==> src/rtl/pc_fetch_unit.sv <==
// Architectural PC holder and single-instruction fetch sequencer.
// Fetches one 32-bit word per PC, waits for retirement, then loads the next PC; halts sticky on fault.
module pc_fetch_unit #(
    parameter int ACK_TIMEOUT = 16,
    parameter int CNT_W       = 32
) (
    input  logic             CLK,
    input  logic             Reset,
    input  logic [63:0]      StartPC,
    input  logic [63:0]      NextPC,
    output logic [63:0]      CurrentPC,
    output logic             IMemReq,
    output logic [63:0]      IMemAddr,
    input  logic             IMemAck,
    input  logic [31:0]      IMemData,
    output logic [31:0]      Instruction,
    output logic             InstrValid,
    input  logic             InstrDone,
    output logic             Fault,
    output logic [1:0]       FaultCode,
    output logic [CNT_W-1:0] RetiredCount
);

    localparam logic [1:0] S_IDLE  = 2'd0;
    localparam logic [1:0] S_FETCH = 2'd1;
    localparam logic [1:0] S_ISSUE = 2'd2;
    localparam logic [1:0] S_FAULT = 2'd3;

    localparam logic [1:0] FC_NONE     = 2'b00;
    localparam logic [1:0] FC_MISALIGN = 2'b01;
    localparam logic [1:0] FC_TIMEOUT  = 2'b10;

    // Counter only has to reach ACK_TIMEOUT-1: the expiring cycle is the last FETCH cycle itself.
    localparam int              TO_W    = (ACK_TIMEOUT > 1) ? $clog2(ACK_TIMEOUT) : 1;
    localparam logic [TO_W-1:0] TO_LAST = TO_W'((ACK_TIMEOUT > 0) ? ACK_TIMEOUT - 1 : 0);

    logic [1:0]       state_reg,  state_next;
    logic [63:0]      pc_reg,     pc_next;
    logic [31:0]      instr_reg,  instr_next;
    logic [1:0]       code_reg,   code_next;
    logic [CNT_W-1:0] cnt_reg,    cnt_next;
    logic [TO_W-1:0]  to_cnt_reg, to_cnt_next;
    logic             to_expired;

    generate
        if (ACK_TIMEOUT != 0) begin : g_timeout
            assign to_expired = (to_cnt_reg == TO_LAST);
        end else begin : g_no_timeout
            assign to_expired = 1'b0;
        end
    endgenerate

    always_comb begin
        state_next  = state_reg;
        pc_next     = pc_reg;
        instr_next  = instr_reg;
        code_next   = code_reg;
        cnt_next    = cnt_reg;
        to_cnt_next = to_cnt_reg;
        case (state_reg)
            S_IDLE: begin
                to_cnt_next = '0;
                if (pc_reg[1:0] != 2'b00) begin
                    state_next = S_FAULT;
                    code_next  = FC_MISALIGN;
                end else begin
                    state_next = S_FETCH;
                end
            end
            S_FETCH: begin
                // An ack arriving in the expiring cycle still completes the fetch.
                if (IMemAck) begin
                    instr_next  = IMemData;
                    to_cnt_next = '0;
                    state_next  = S_ISSUE;
                end else if (to_expired) begin
                    state_next = S_FAULT;
                    code_next  = FC_TIMEOUT;
                end else if (ACK_TIMEOUT != 0) begin
                    to_cnt_next = to_cnt_reg + TO_W'(1);
                end
            end
            S_ISSUE: begin
                if (InstrDone) begin
                    pc_next  = NextPC;
                    cnt_next = cnt_reg + CNT_W'(1);
                    // The bad PC is still loaded so CurrentPC reports the offending address.
                    if (NextPC[1:0] != 2'b00) begin
                        state_next = S_FAULT;
                        code_next  = FC_MISALIGN;
                    end else begin
                        state_next = S_FETCH;
                    end
                end
            end
            S_FAULT: begin
                state_next = S_FAULT;
            end
            default: begin
                state_next = S_IDLE;
            end
        endcase
    end

    always_ff @(posedge CLK) begin
        if (Reset) begin
            state_reg  <= S_IDLE;
            pc_reg     <= StartPC;
            instr_reg  <= '0;
            code_reg   <= FC_NONE;
            cnt_reg    <= '0;
            to_cnt_reg <= '0;
        end else begin
            state_reg  <= state_next;
            pc_reg     <= pc_next;
            instr_reg  <= instr_next;
            code_reg   <= code_next;
            cnt_reg    <= cnt_next;
            to_cnt_reg <= to_cnt_next;
        end
    end

    assign CurrentPC    = pc_reg;
    assign IMemAddr     = pc_reg;
    assign IMemReq      = (state_reg == S_FETCH);
    assign InstrValid   = (state_reg == S_ISSUE);
    assign Fault        = (state_reg == S_FAULT);
    assign FaultCode    = code_reg;
    assign Instruction  = instr_reg;
    assign RetiredCount = cnt_reg;

endmodule

==> config.mk <==
export PLATFORM = sky130hd
export DESIGN_NAME = pc_fetch_unit
export DESIGN_NICKNAME = d
export VERILOG_FILES = /design/src/rtl/pc_fetch_unit.sv
export SDC_FILE = /design/constraint.sdc
export NUM_CORES = 1
export LEC_CHECK = 0
export CORE_AREA = 4 4 140 142
export CTS_CLUSTER_DIAMETER = 50
export DETAILED_ROUTE_END_ITERATION = 8
export DIE_AREA = 0 0 144 146
export PLACE_DENSITY = 0.81
export REMOVE_ABC_BUFFERS = 1
export SLEW_MARGIN = 25
export SYNTH_ARGS = -nofsm -noshare
export SYNTH_HDL_FRONTEND = slang
export SYNTH_SLANG_ARGS = --single-unit
export TNS_END_PERCENT = 1
==> constraint.sdc <==
create_clock -name CLK -period 4.9 [get_ports CLK]
set_clock_uncertainty 0.05 [all_clocks]
set_input_delay 0.735 -clock CLK [delete_from_list [all_inputs] [get_ports CLK]]
set_output_delay 0.735 -clock CLK [all_outputs]
set_load 0.05 [all_outputs]
Word level (Yosys, flattened, before mapping)
Cells that the tools add are included.
{"block": "op_classes", "reduce_logical": 13, "n_eq_ne": 11, "n_mux": 18, "add_sub_neg": 2}
{"cell": "$mux 64", "count": 3}
{"cell": "$add 32x1->32 const B", "count": 1}
{"cell": "$mux 2", "count": 10}
{"cell": "$reduce_and 2->1", "count": 5}
{"cell": "$reduce_bool 2->1", "count": 5}
{"cell": "$mux 4", "count": 2}
{"cell": "$pmux 2 s4", "count": 1}
{"cell": "$pmux 4 s2", "count": 1}
{"cell": "$ne 2x1->1 const B", "count": 3}
{"cell": "$pmux 2 s3", "count": 1}
{"cell": "$reduce_and 6->1", "count": 1}
{"cell": "$add 4x1->4 const B", "count": 1}
{"cell": "$eq 2x2->1 const B", "count": 2}
{"cell": "$eq 4x4->1 const B", "count": 1}
{"cell": "$ne 2x2->1 const B", "count": 2}
{"cell": "$ne 3x1->1 const B", "count": 1}
{"cell": "$ne 3x3->1 const B", "count": 1}
{"cell": "$reduce_bool 3->1", "count": 1}
{"cell": "$eq 2x1->1 const B", "count": 1}
{"cell": "$logic_not 2->1", "count": 1}
{"block": "word_totals", "out_inout_bits": 197, "reg_bits": 136, "in_bits": 164, "wordCells": 50}

Longest topological paths before layout
Gate-level depths: netlist of run 1.
{"block": "logic_depth", "depth_word": 4, "depth_mapped": 8, "ltp_nobuf": 5}

Worst setup path before layout of run 1
Ideal clock, no wire load.
{"block": "synth_timing", "kind": "input -> register", "start": "input Reset", "end": "register pc_reg[0] (netlist: CurrentPC[0]) (enable)", "setup_ps": 432, "arrival_ps": 3066, "required_ps": 4418, "cell_stages": 4, "setup_slack_ps": 1352, "path_buffers": 3, "path_cell_list": "clkbuf_1 > clkbuf_1 > clkbuf_1 > nand2b_1"}
{"block": "synth_via", "elab_chain_len": 2, "elab_cells_between_ends": 3, "classes_between": "reduce/logical (3)"}
{"item": "start, declared", "line": "8", "text": "input logic Reset,"}
{"item": "$reduce_bool 2->1 (no source line)"}
{"item": "$reduce_and 2->1 (no source line) (*)"}
{"item": "end signal, assigned", "line": "108", "text": "pc_reg <= StartPC;"}
{"item": "end signal, assigned", "line": "115", "text": "pc_reg <= pc_next;"}
{"item": "end, declared", "line": "38", "text": "logic [63:0] pc_reg, pc_next;"}
Every way passes the cells marked *; elsewhere a longest branch is shown, timed or not.
A chain may end at the register's enable or synchronous reset.

Worst setup path in the final report of run 1
{"block": "layout_timing", "start": "register state_reg[1]", "end": "output InstrValid"}
{"block": "layout_via", "elab_chain_len": 1}
{"item": "start, declared", "line": "37", "text": "logic [1:0] state_reg, state_next;"}
{"item": "start signal, assigned", "line": "114", "text": "state_reg <= state_next;"}
{"item": "$eq 2x2->1", "line": "126", "text": "assign InstrValid = (state_reg == S_ISSUE);"}
{"item": "end, declared", "line": "17", "text": "output logic InstrValid,"}
No other way between the ends.

==> results.md, run 1 <==
* Min cycle time layout at 2940 ps
* Pre-CTS setup slack at around 1600 ps
* Slowest cell on the critical path: clkdlybuf4s50_1
* Max Clock Freq at ~340 MHz
* Post-route DRC violation count at 0
* Final worst slack at 1960 ps
* Final design utilization at 55.1%
* Largest register FFs at 64
* Clk_lat worst skew at 410 ps
* Area of the die at between 20,000 and 25,000 um2
* Pre-antenna DRT Iters at 4
* Final ANT Viol Nets at 0
* Critical path type: reg -> out
* RSZ-0062 raised after global routing: false
* Initial core utilization at roughly 34%
* Post-synth EDFFs at 64
* PortBufs at between 300 and 400
* Syn. warnings at 0
* Post-synth top area cell: edfxtp_1
* Vias in the first global route at around 5,300
* Xor/xnor share of the synthesized area at under 10%
* P per Cell Area at between 300 and 400 nW/um2
* Setup TNS at 0 ps
* Core area at about 18,000 um2
* Register area at roughly 3400 um2
* Nets at slightly above 1,000
* CP required at between 4000 and 5000 ps
* Count leader, synth: nand2_1
* Number of synthesized register bits at 136
* Seq/Total Area, Yosys at between 50 and 60%
* Hold slack at 402 ps
* Row count at 50
* HP Class: reg -> reg
* Die width at between 100 and 150 um
* Synth top cells by count: nand2_1, dfxtp_1, mux2_2
* Ports at approximately 360
* Chip height at 146 um
* Largest delay share family, worst path: buffers and inverters
* Adder-Cell Fraction of Synth Area at less than 1%
* Clk pin slew, worst setup/hold paths at 60 ps
* Max-cap violations at 0
* Number of hold violations in the final report at 0
* Clk sinks at roughly 140
* First-pass GRT wire length at ~30,000 um
* CP Capture Type: output port
* CTS Buf Count at 17
* FILL cells at 1,586
* Async set or reset register ratio after synthesis at 0%
* Post-synthesis mux area share at around 12%
* GR Util All Layers at 18.5%
* CP arrival at 2160 ps
* Routability Congestion at roughly 0.78
* CTS resizes at 0
* Status: finished clean
* Worst-Margin Slew at between 900 and 1000 ps
* Detailed placement HPWL at 15,500 um
* Largest family of logic cells by synthesized area: simple AND/OR/NAND/NOR gates
* Mapped Area at roughly 6200 um2
* Via-to-Cell Ratio at between 4 and 5
* CTS tree: yes
* Initial DRC count at about 270
* Critical path buffer and inverter count at 1
* Final count of negative-setup-slack endpoints at 0
* Avg Synthesized Cell Area at about 11 um2
* Startpoint types: register
* Pwr Total at about 0.0035 W
* Area delta synth->final at 63.6%
* # Post-CTS Setup Buffers at 0
* Setup slack, reg-to-reg at between 2000 and 2500 ps
* Final wirelength at around 20,000 um
* Ant diodes at 0
* Global route overflow at 0
* Period utilization at between 60 and 70%
* Maximum vdd drop at 0.220 mV
* Crit-path cells: nor2b_1 > clkdlybuf4s50_1
* # hold bufs at CTS at 0
* Synth Flop Type: dfxtp_1
* Simple-Gate Fraction of Synth Area at 14.3%
* Max Transition Viols Final at 0
* LEAKAGE at between 3 and 4 nW
* Post-synthesis cell count at roughly 570
* Crit path max fanout at 15
* Clk buf depth at 2
* H-tree levels at 4
* Share of cells above drive strength 1 at between 10% and 20%
* Clock root cell: clkbuf_16
* Yosys top cell area share at 30.9%
* Synth area leaders: edfxtp_1, dfxtp_1, mux2_2
* Max incr delay on CP at 840 ps
* Post-synthesis compound-gate area fraction at approximately 7.2%
* Via count at 5,337
* Area of the multi-input gates at between 2000 and 2500 um2
* Largest net degree at the start of global routing at 76
* Initial antenna violation count at 3
* Routed length per instance at around 18 um
* Synth cell types at 40
* Slew headroom at about 37%
==> through the flow <==
step,cell area (um2),cells
floorplan,5610,476
global placement,9550,1073
detailed placement,9550,1073
CTS,10200,1105
global route,10200,1105
finish,10200,1105
==> cells by family (layout without fill, tap and decap cells) <==
kind of cell               count (synthesis)  in the layout
AOI/OAI and AO/OA                         80             80
xor gates and xnor gates                   9              9
adders and majority gates                  2              2
buffers and inverters                    104            403
DFF                                      136            136
muxes                                     69             69
and+or+nand+nor                          172            172
==> cells in the final DEF (no fill, tap or decap), drive strengths merged, types with 2 or more instances in the layout <==
cell type and n:
o31ai 10, nor3 11, clkbuf 18, o21ai 9
inv 11, dfxtp 72, and4 4, nor2 17
nand3 8, xor2 2, or4 12, a21oi 53
xnor2 7, nor4 6, nand4 10, nand2b 2
buf 4, and3 2, edfxtp 64, bufinv 4
nand2 75, nor2b 8, ha 2, mux2 68
o21bai 2, and2 3, nor3b 2, or3 9
clkdlybuf4s50 359, clkinv 6
==> worst paths after layout <==
path	start	to	cells past startpoint
worst max-delay path	state_reg[1]	InstrValid	2
worst min-delay path	Instruction[30]	Instruction[30]	2
worst max register to register	state_reg[1]	RetiredCount[27]	4
worst min register to register	Instruction[30]	Instruction[30]	2
==> tightest hold or removal path, stage by stage, from the launching register on <==
cell and delay [ps]:
dfxtp_1 310, nand2_1 50, a21oi_1 50
==> power by group <==
part,switching [W],leakage [nW],internal [W]
sequential,0.0000417,1.22,0.00126
clock,0.000507,0.305,0.000856
combinational,0.000500,2.02,0.000333
==> metal layers <==
metal / wire length [um] / track usage, %
met5: 13 / 0
met4: 198 / 4.28
met3: 1850 / 6.77
met2: 10800 / 33.7
met1: 7520 / 20.2
==> cell type report <==
class / instances / area share [%]
Inverter: 8 / 0.295
Sequential cell: 136 / 33.1
Multi-Input combinational cell: 332 / 21.9
Clock buffer: 18 / 4.22
Timing Repair Buffer: 363 / 35.7
Tap cell: 234 / 2.88
Clock inverter: 14 / 1.92
No activity file was read; power rests on OpenSTA's default activity.
==> run 2, diff against run 1 <==
--- a/config.mk
+++ b/config.mk
@@ -5,11 +5,11 @@
 export SDC_FILE = /design/constraint.sdc
 export NUM_CORES = 1
 export LEC_CHECK = 0
-export CORE_AREA = 4 4 140 142
+export CORE_AREA = 4 4 137 139
 export CTS_CLUSTER_DIAMETER = 50
 export DETAILED_ROUTE_END_ITERATION = 8
-export DIE_AREA = 0 0 144 146
-export PLACE_DENSITY = 0.81
+export DIE_AREA = 0 0 141 143
+export PLACE_DENSITY = 0.84
 export REMOVE_ABC_BUFFERS = 1
 export SLEW_MARGIN = 25
 export SYNTH_ARGS = -nofsm -noshare
==> constraint.sdc (replaced) <==
create_clock -name CLK -period 2.9 [get_ports CLK]
set_clock_uncertainty 0.05 [all_clocks]
set_input_delay 0.435 -clock CLK [delete_from_list [all_inputs] [get_ports CLK]]
set_output_delay 0.435 -clock CLK [all_outputs]
set_load 0.05 [all_outputs]
==> run 2 against run 1 <==
  * Combinational power rose by 71%
  * Critical path depth did not move
  * Cell area is 0.16% higher
  * Sequential power is 69% higher
  * Worst setup slack worse by 1700 ps
  * Sequential share of layout area fell by 0.053 points
  * Clock power rose by 53%
  * Wire length down 1.6%
  * First-iteration DRC count is 12% lower
  * Die area fell by 4.1%
  * Clock-buffer cell count unchanged
  * Final cell count grew 0.45%
  * Largest power group is now sequential cells
==> results.md, run 2 (synthesis results as in run 1) <==
* Final worst slack at 282 ps (was 1960 ps)
* Pre-antenna DRT Iters at 4 (unchanged)
* Maximum vdd drop at 0.372 mV (was 0.220 mV)
* Critical path buffer and inverter count at 1 (unchanged)
* Register area at 3360 um2 (unchanged)
* Number of hold violations in the final report at 0 (unchanged)
* Uppermost layer routed: met4 (was met5)
* Clk_lat worst skew at 410 ps (about the same)
* First-pass GRT wire length at 29,600 um (was 29,800 um)
* Period utilization at about nine tenths
* Largest net degree at the start of global routing at 58 (was 76)
* CP Capture Type: output port (unchanged)
* Clock root cell: clkbuf_16 (unchanged)
* Clk sinks at 136 (unchanged)
* Share of cells above drive strength 1 at 12.6% (was 12.5%)
* Ports at 361 (unchanged)
* Reg2reg path depth at 4 (unchanged)
* Global route overflow at 0 (unchanged)
* Area delta synth->final at 63.8% (was 63.6%)
* # hold bufs at CTS at 0 (unchanged)
* Post-route cell area at 10,200 um2 (about the same)
* Final wirelength at 20,000 um (was 20,400 um)
* LEAKAGE at 3.54 nW (about the same)
* Critical path type: reg -> out (unchanged)
* Setup TNS at 0 ps (unchanged)
* Die width at 141 um (was 144 um)
* Largest register FFs at 64 (unchanged)
* Final design utilization at 57.7% (was 55.1%)
* Crit path depth at 2 (unchanged)
* H-tree levels at 4 (unchanged)
* NetSw at 0.00175 W (was 0.00105 W)
* FILL cells at 1,489 (was 1,586)
* P per Cell Area at 560 nW/um2 (was 344 nW/um2)
* Routed length per instance at 18.1 um (was 18.4 um)
* CTS Buf Count at 17 (unchanged)
* CTS tree: yes (unchanged)
* Pint at 0.00396 W (was 0.00245 W)
* Clk buf depth at 2 (unchanged)
* Commonest cells after routing, fill and taps aside: clkdlybuf4s50_1, nand2_1, dfxtp_1 (unchanged)
* Net Sw Frac at 30.6% (was 29.9%)
* Final ANT Viol Nets at 0 (unchanged)
* Placed Area at 9620 um2 (was 9550 um2)
* Core area at 17,700 um2 (was 18,500 um2)
* Commonest non-fill, non-tap cell in the layout: clkdlybuf4s50_1 (unchanged)
* GR Util All Layers at 19.0% (was 18.5%)
* Routability Congestion at 0.820 (was 0.781)
* RSZ-0062 raised after global routing: false (unchanged)
* Register share of total power at 38.8% (was 37.3%)
* HP Class: in -> reg (was reg -> reg)
* Startpoint types: register (unchanged)
* Initial core utilization at 35.2% (was 33.7%)
* Max Transition Viols Final at 0 (unchanged)
* Chip height at 143 um (was 146 um)
* Max-cap violations at 0 (unchanged)
* Status: finished clean (unchanged)
* Min cycle time layout at between 2000 and 3000 ps
* M1 wire length at 7570 um (was 7520 um)
* Row count at 49 (was 50)
* Slowest cell on the critical path: clkdlybuf4s50_1 (unchanged)
* Area of the multi-input gates at 2220 um2 (was 2230 um2)
* Nets at 1,031 (was 1,024)
* Hold Path Cell Cnt at 2 (unchanged)
* Max Clock Freq at around 380 MHz
* CTS resizes at 0 (unchanged)
* Clock Power Share at 36.4% (was 38.9%)
* Met3 WL post-DR at 1440 um (was 1850 um)
* Crit path max fanout at 15 (unchanged)
* Post-route DRC violation count at 0 (unchanged)
* CP required at 2410 ps (was 4120 ps)
* Initial antenna violation count at 2 (was 3)
* Final count of negative-setup-slack endpoints at 0 (unchanged)
* Pre-CTS setup slack at 89.1 ps (was 1580 ps)
* Detailed placement HPWL at 15,200 um (was 15,500 um)
* Met2 WL post-DR at 10,500 um (was 10,800 um)
* Area of the die at 20,200 um2 (was 21,000 um2)
* Comb power frac at 24.8% (was 23.8%)
* Largest delay share family, worst path: buffers and inverters (unchanged)
* Slew headroom at 50.8% (was 37.4%)
* Worst-Margin Slew at 737 ps (was 939 ps)
* Max incr delay on CP at 840 ps (about the same)
* Crit-path cells: nor2b_1 > clkdlybuf4s50_1 (unchanged)
* Via count at 5,420 (was 5,337)
* Vias in the first global route at 5,635 (was 5,253)
* CP arrival at 2130 ps (was 2160 ps)
* # Post-CTS Setup Buffers at 0 (unchanged)
* Via-to-Cell Ratio at 4.88 (was 4.83)
* PortBufs at 360 (unchanged)
* Clk pin slew, worst setup/hold paths at 50 ps (was 60 ps)
* Initial DRC count at 237 (was 268)
## run 2: changes by cell type in the layout (fill, tap and decap cells not counted), sizes merged
cell      delta
clkinv       +3
clkinvlp     +2
bufinv       -2
diode        +3
inv          -3
buf          +7
## run 2: per-layer routing
metal  track usage, %  vias to the layer above
met1             21.5                     2589
met3             6.10                       33
met4             8.82                        0
met2             32.8                      232
li1                 -                     2566
met5                0                        -
## run 2: layout make-up
| class | count | share of cell area [%] |
|---|---|---|
| timing repair buffer | 370 | 36.4 |
| sequential | 136 | 33.0 |
| multi-input combinational | 332 | 21.8 |
| clock buffer | 18 | 4.21 |
| tap | 229 | 2.81 |
| clock inverter | 14 | 1.31 |
| inverter | 8 | 0.295 |
| antenna | 3 | 0.0737 |
## run 2: path summary, 6_finish.rpt
| kind | slack, ps | endpoint | from |
|---|---|---|---|
| min reg2reg | 400 | Instruction[27] | Instruction[27] |
| max reg2reg | 540 | RetiredCount[28] | state_reg[1] |
| min | 380 | RetiredCount[7] | Reset |
| max | 280 | InstrValid | state_reg[1] |
## run 2: power by group through the flow
stage,Clock [W],Sequential [W],Combinational (W)
final,0.00208,0.00221,0.00142
after global routing,0.00220,0.00223,0.00147
after CTS,0.00212,0.00221,0.00143
after detailed placement,0,0.00225,0.00142
after global placement,0,0.00225,0.00141
after floorplan,0,0.00284,0.000169
## run 2: stage by stage
step           instances  total power (W)  hold slack, ps
2_1_floorplan        476          0.00301             430
3_3_place_gp        1075          0.00366             391
3_5_place_dp        1075          0.00367             396
4_1_cts             1107          0.00577             362
5_1_grt             1109          0.00590             392
6_report            1110          0.00571             381
==> run 3, diff against run 2 <==
--- a/config.mk
+++ b/config.mk
@@ -5,11 +5,13 @@
 export SDC_FILE = /design/constraint.sdc
 export NUM_CORES = 1
 export LEC_CHECK = 0
+export ABC_AREA = 1
 export CORE_AREA = 4 4 137 139
+export CTS_BUF_LIST = sky130_fd_sc_hd__clkbuf_8
 export CTS_CLUSTER_DIAMETER = 50
 export DETAILED_ROUTE_END_ITERATION = 8
 export DIE_AREA = 0 0 141 143
-export PLACE_DENSITY = 0.84
+export PLACE_DENSITY = 0.86
 export REMOVE_ABC_BUFFERS = 1
 export SLEW_MARGIN = 25
 export SYNTH_ARGS = -nofsm -noshare
==> run 3 against run 2 <==
  * Flip-flop and latch count unchanged
  * Final cell count is 23% higher
  * Synthesized cell count is 45% higher
  * Non-clock buffer count shrank 6
  * Critical endpoint unchanged
  * Highest routed layer unchanged
==> results.md, run 3 <==
* CP arrival at 2050 ps (was 2130 ps)
* Clk_lat worst skew at 440 ps (was 410 ps)
* Max Clock Freq at 395 MHz (was 382 MHz)
* Ports at 361 (unchanged)
* Via-to-Cell Ratio at 4.61 (was 4.88)
* Syn. warnings at 0 (unchanged)
* LEAKAGE at 4.08 nW (was 3.54 nW)
* Final ANT Viol Nets at 0 (unchanged)
* CTS tree: yes (unchanged)
* Largest net degree at the start of global routing at 109 (was 58)
* Final wirelength at 21,400 um (was 20,000 um)
* Commonest non-fill, non-tap cell in the layout: clkdlybuf4s50_1 (unchanged)
* Crit path max fanout at 5 (was 15)
* Share of cells above drive strength 1 at 5.03% (was 12.6%)
* Chip height at 143 um (unchanged)
* Avg Synthesized Cell Area at 7.84 um2 (was 10.9 um2)
* Maximum vdd drop at 0.300 mV (was 0.372 mV)
* Slowest cell on the critical path: clkdlybuf4s50_1 (unchanged)
* Ant diodes at 0 (was 3)
* Max Transition Viols Final at 0 (unchanged)
* Period utilization at 87.3% (was 90.3%)
* Number of hold violations in the final report at 0 (unchanged)
* Startpoint types: register (unchanged)
* First-pass GRT wire length at 31,900 um (was 29,600 um)
* Critical path type: reg -> out (unchanged)
* Clk pin slew, worst setup/hold paths at 80 ps (was 50 ps)
* Routed length per instance at 15.7 um (was 18.1 um)
* PortBufs at 360 (unchanged)
* Synth area leaders: edfxtp_1, dfxtp_1, nand2_1 (was edfxtp_1, dfxtp_1, mux2_2)
* Post-route DRC violation count at 0 (unchanged)
* P per Cell Area at 534 nW/um2 (was 560 nW/um2)
* Via count at 6,283 (was 5,420)
* Nets at 1,286 (was 1,031)
* Seq/Total Area, Yosys at 51.7% (was 54.1%)
* Largest register FFs at 64 (unchanged)
* HP Class: reg -> reg (was in -> reg)
* Async set or reset register ratio after synthesis at 0% (unchanged)
* GR Util All Layers at 20.3% (was 19.0%)
* Yosys top cell area share at 29.5% (was 30.9%)
* Pre-CTS setup slack at 635 ps (was 89.1 ps)
* Synth Flop Type: dfxtp_1 (unchanged)
* Crit-path cells: inv_2 > nor2_1 > clkdlybuf4s50_1 (was nor2b_1 > clkdlybuf4s50_1)
* Initial core utilization at 36.8% (was 35.2%)
* Initial antenna violation count at 0 (was 2)
* Mapped Area at 6500 um2 (was 6220 um2)
* CP Capture Type: output port (unchanged)
* H-tree levels at 4 (unchanged)
* # hold bufs at CTS at 0 (unchanged)
* Hold slack at 416 ps (was 381 ps)
* CTS resizes at 0 (unchanged)
* Max incr delay on CP at 860 ps (was 840 ps)
* Post-synth top area cell: edfxtp_1 (unchanged)
* Post-synth EDFFs at 64 (unchanged)
* Routability Congestion at 0.885 (was 0.820)
* Count leader, synth: nand2_1 (unchanged)
* Min cycle time layout at 2530 ps (was 2620 ps)
* Clk buf depth at 2 (unchanged)
* Max-cap violations at 0 (unchanged)
* Worst-Margin Slew at 562 ps (was 737 ps)
* Slew headroom at 62.4% (was 50.8%)
* Clk sinks at 136 (unchanged)
* Row count at 49 (unchanged)
* Area delta synth->final at 58.6% (was 63.8%)
* # Post-CTS Setup Buffers at 0 (unchanged)
* RSZ-0062 raised after global routing: false (unchanged)
* Global route overflow at 0 (unchanged)
* Number of synthesized register bits at 136 (unchanged)
* Post-synthesis cell count at 830 (was 572)
* Final count of negative-setup-slack endpoints at 0 (unchanged)
* Core area at 17,700 um2 (unchanged)
* Pwr Total at 0.00551 W (was 0.00571 W)
* Pre-antenna DRT Iters at 5 (was 4)
* Initial DRC count at 410 (was 237)
* Commonest cells after routing, fill and taps aside: clkdlybuf4s50_1, nand2_1, dfxtp_1 (unchanged)
* Die width at 141 um (unchanged)
* Vias in the first global route at 6,013 (was 5,635)
* Synth cell types at 26 (was 40)
* Status: finished clean (unchanged)
* CTS Buf Count at 17 (unchanged)
* Synth top cells by count: nand2_1, dfxtp_1, buf_4 (was nand2_1, dfxtp_1, mux2_2)
* Area of the die at 20,200 um2 (unchanged)
* Clock root cell: clkbuf_8 (was clkbuf_16)
* Final worst slack at 368 ps (was 282 ps)
* CP required at 2410 ps (about the same)
* Detailed placement HPWL at 16,500 um (was 15,200 um)
[run 3: cell count changes in the layout (fill, tap and decap cells not counted), moves of 11 or more]
cell	change
or4_1	-11
inv_1	+45
nand2_1	+260
clkbuf_8	+18
nand3_1	+21
nor2_1	+45
clkbuf_16	-17
mux2_2	-68
[run 3: area by class of cell]
type	count	area, um2
Fill cell	1485	7340
Timing Repair Buffer	364	3670
Sequential cell	136	3360
Multi-Input combinational cell	543	2320
Tap cell	229	287
Clock buffer	18	248
Inverter	58	218
Clock inverter	14	216
[run 3: worst paths after layout]
path,start,endpoint,slack [ps],cells past startpoint
max,state_reg[1],InstrValid,370,3
min,Instruction[23],Instruction[23],420,2
max reg2reg,state_reg[1],Instruction[27],1100,7
min reg2reg,Instruction[23],Instruction[23],420,2
[run 3: logic make-up after synthesis]
kind of cell,Yosys count,share of synthesized area [%]
fa+ha+maj,2,0.385
buf+inv,151,12.8
flops,136,51.7
xor+xnor,1,0.135
compound gates,78,6.12
simple gates,462,28.9
[run 3: through the flow]
step	area (um2)	setup TNS, ps	instances	util (%)
after floorplan	5890	-69400	737	-
after global placement	9850	0	1330	55.8
after detailed placement	9850	0	1330	55.8
after CTS	10300	0	1362	58.4
after global routing	10300	0	1362	58.4
final	10300	0	1362	58.4
[run 3: power by group]
group          leakage [nW]  total (W)  internal, W  switching (W)
registers              1.22    0.00220      0.00214      0.0000691
logic                  2.62    0.00146     0.000542       0.000921
clock network         0.239    0.00184      0.00106       0.000784
total                  4.08    0.00551      0.00373        0.00177
[run 3: per-layer routing]
metal | track usage, % | vias to the layer above | routed length [um]
met5 | 0 | - | 0
met4 | 5.97 | 0 | 354
met3 | 5.46 | 35 | 1670
met2 | 37.0 | 286 | 11000
met1 | 23.4 | 2801 | 8300
li1 | - | 3161 | -
[run 3: critical path: cells and delay by family (launching register included)]
kind,cells,cell delay (ps)
buf+inv,2,950
flops,1,470
simple gates,1,180
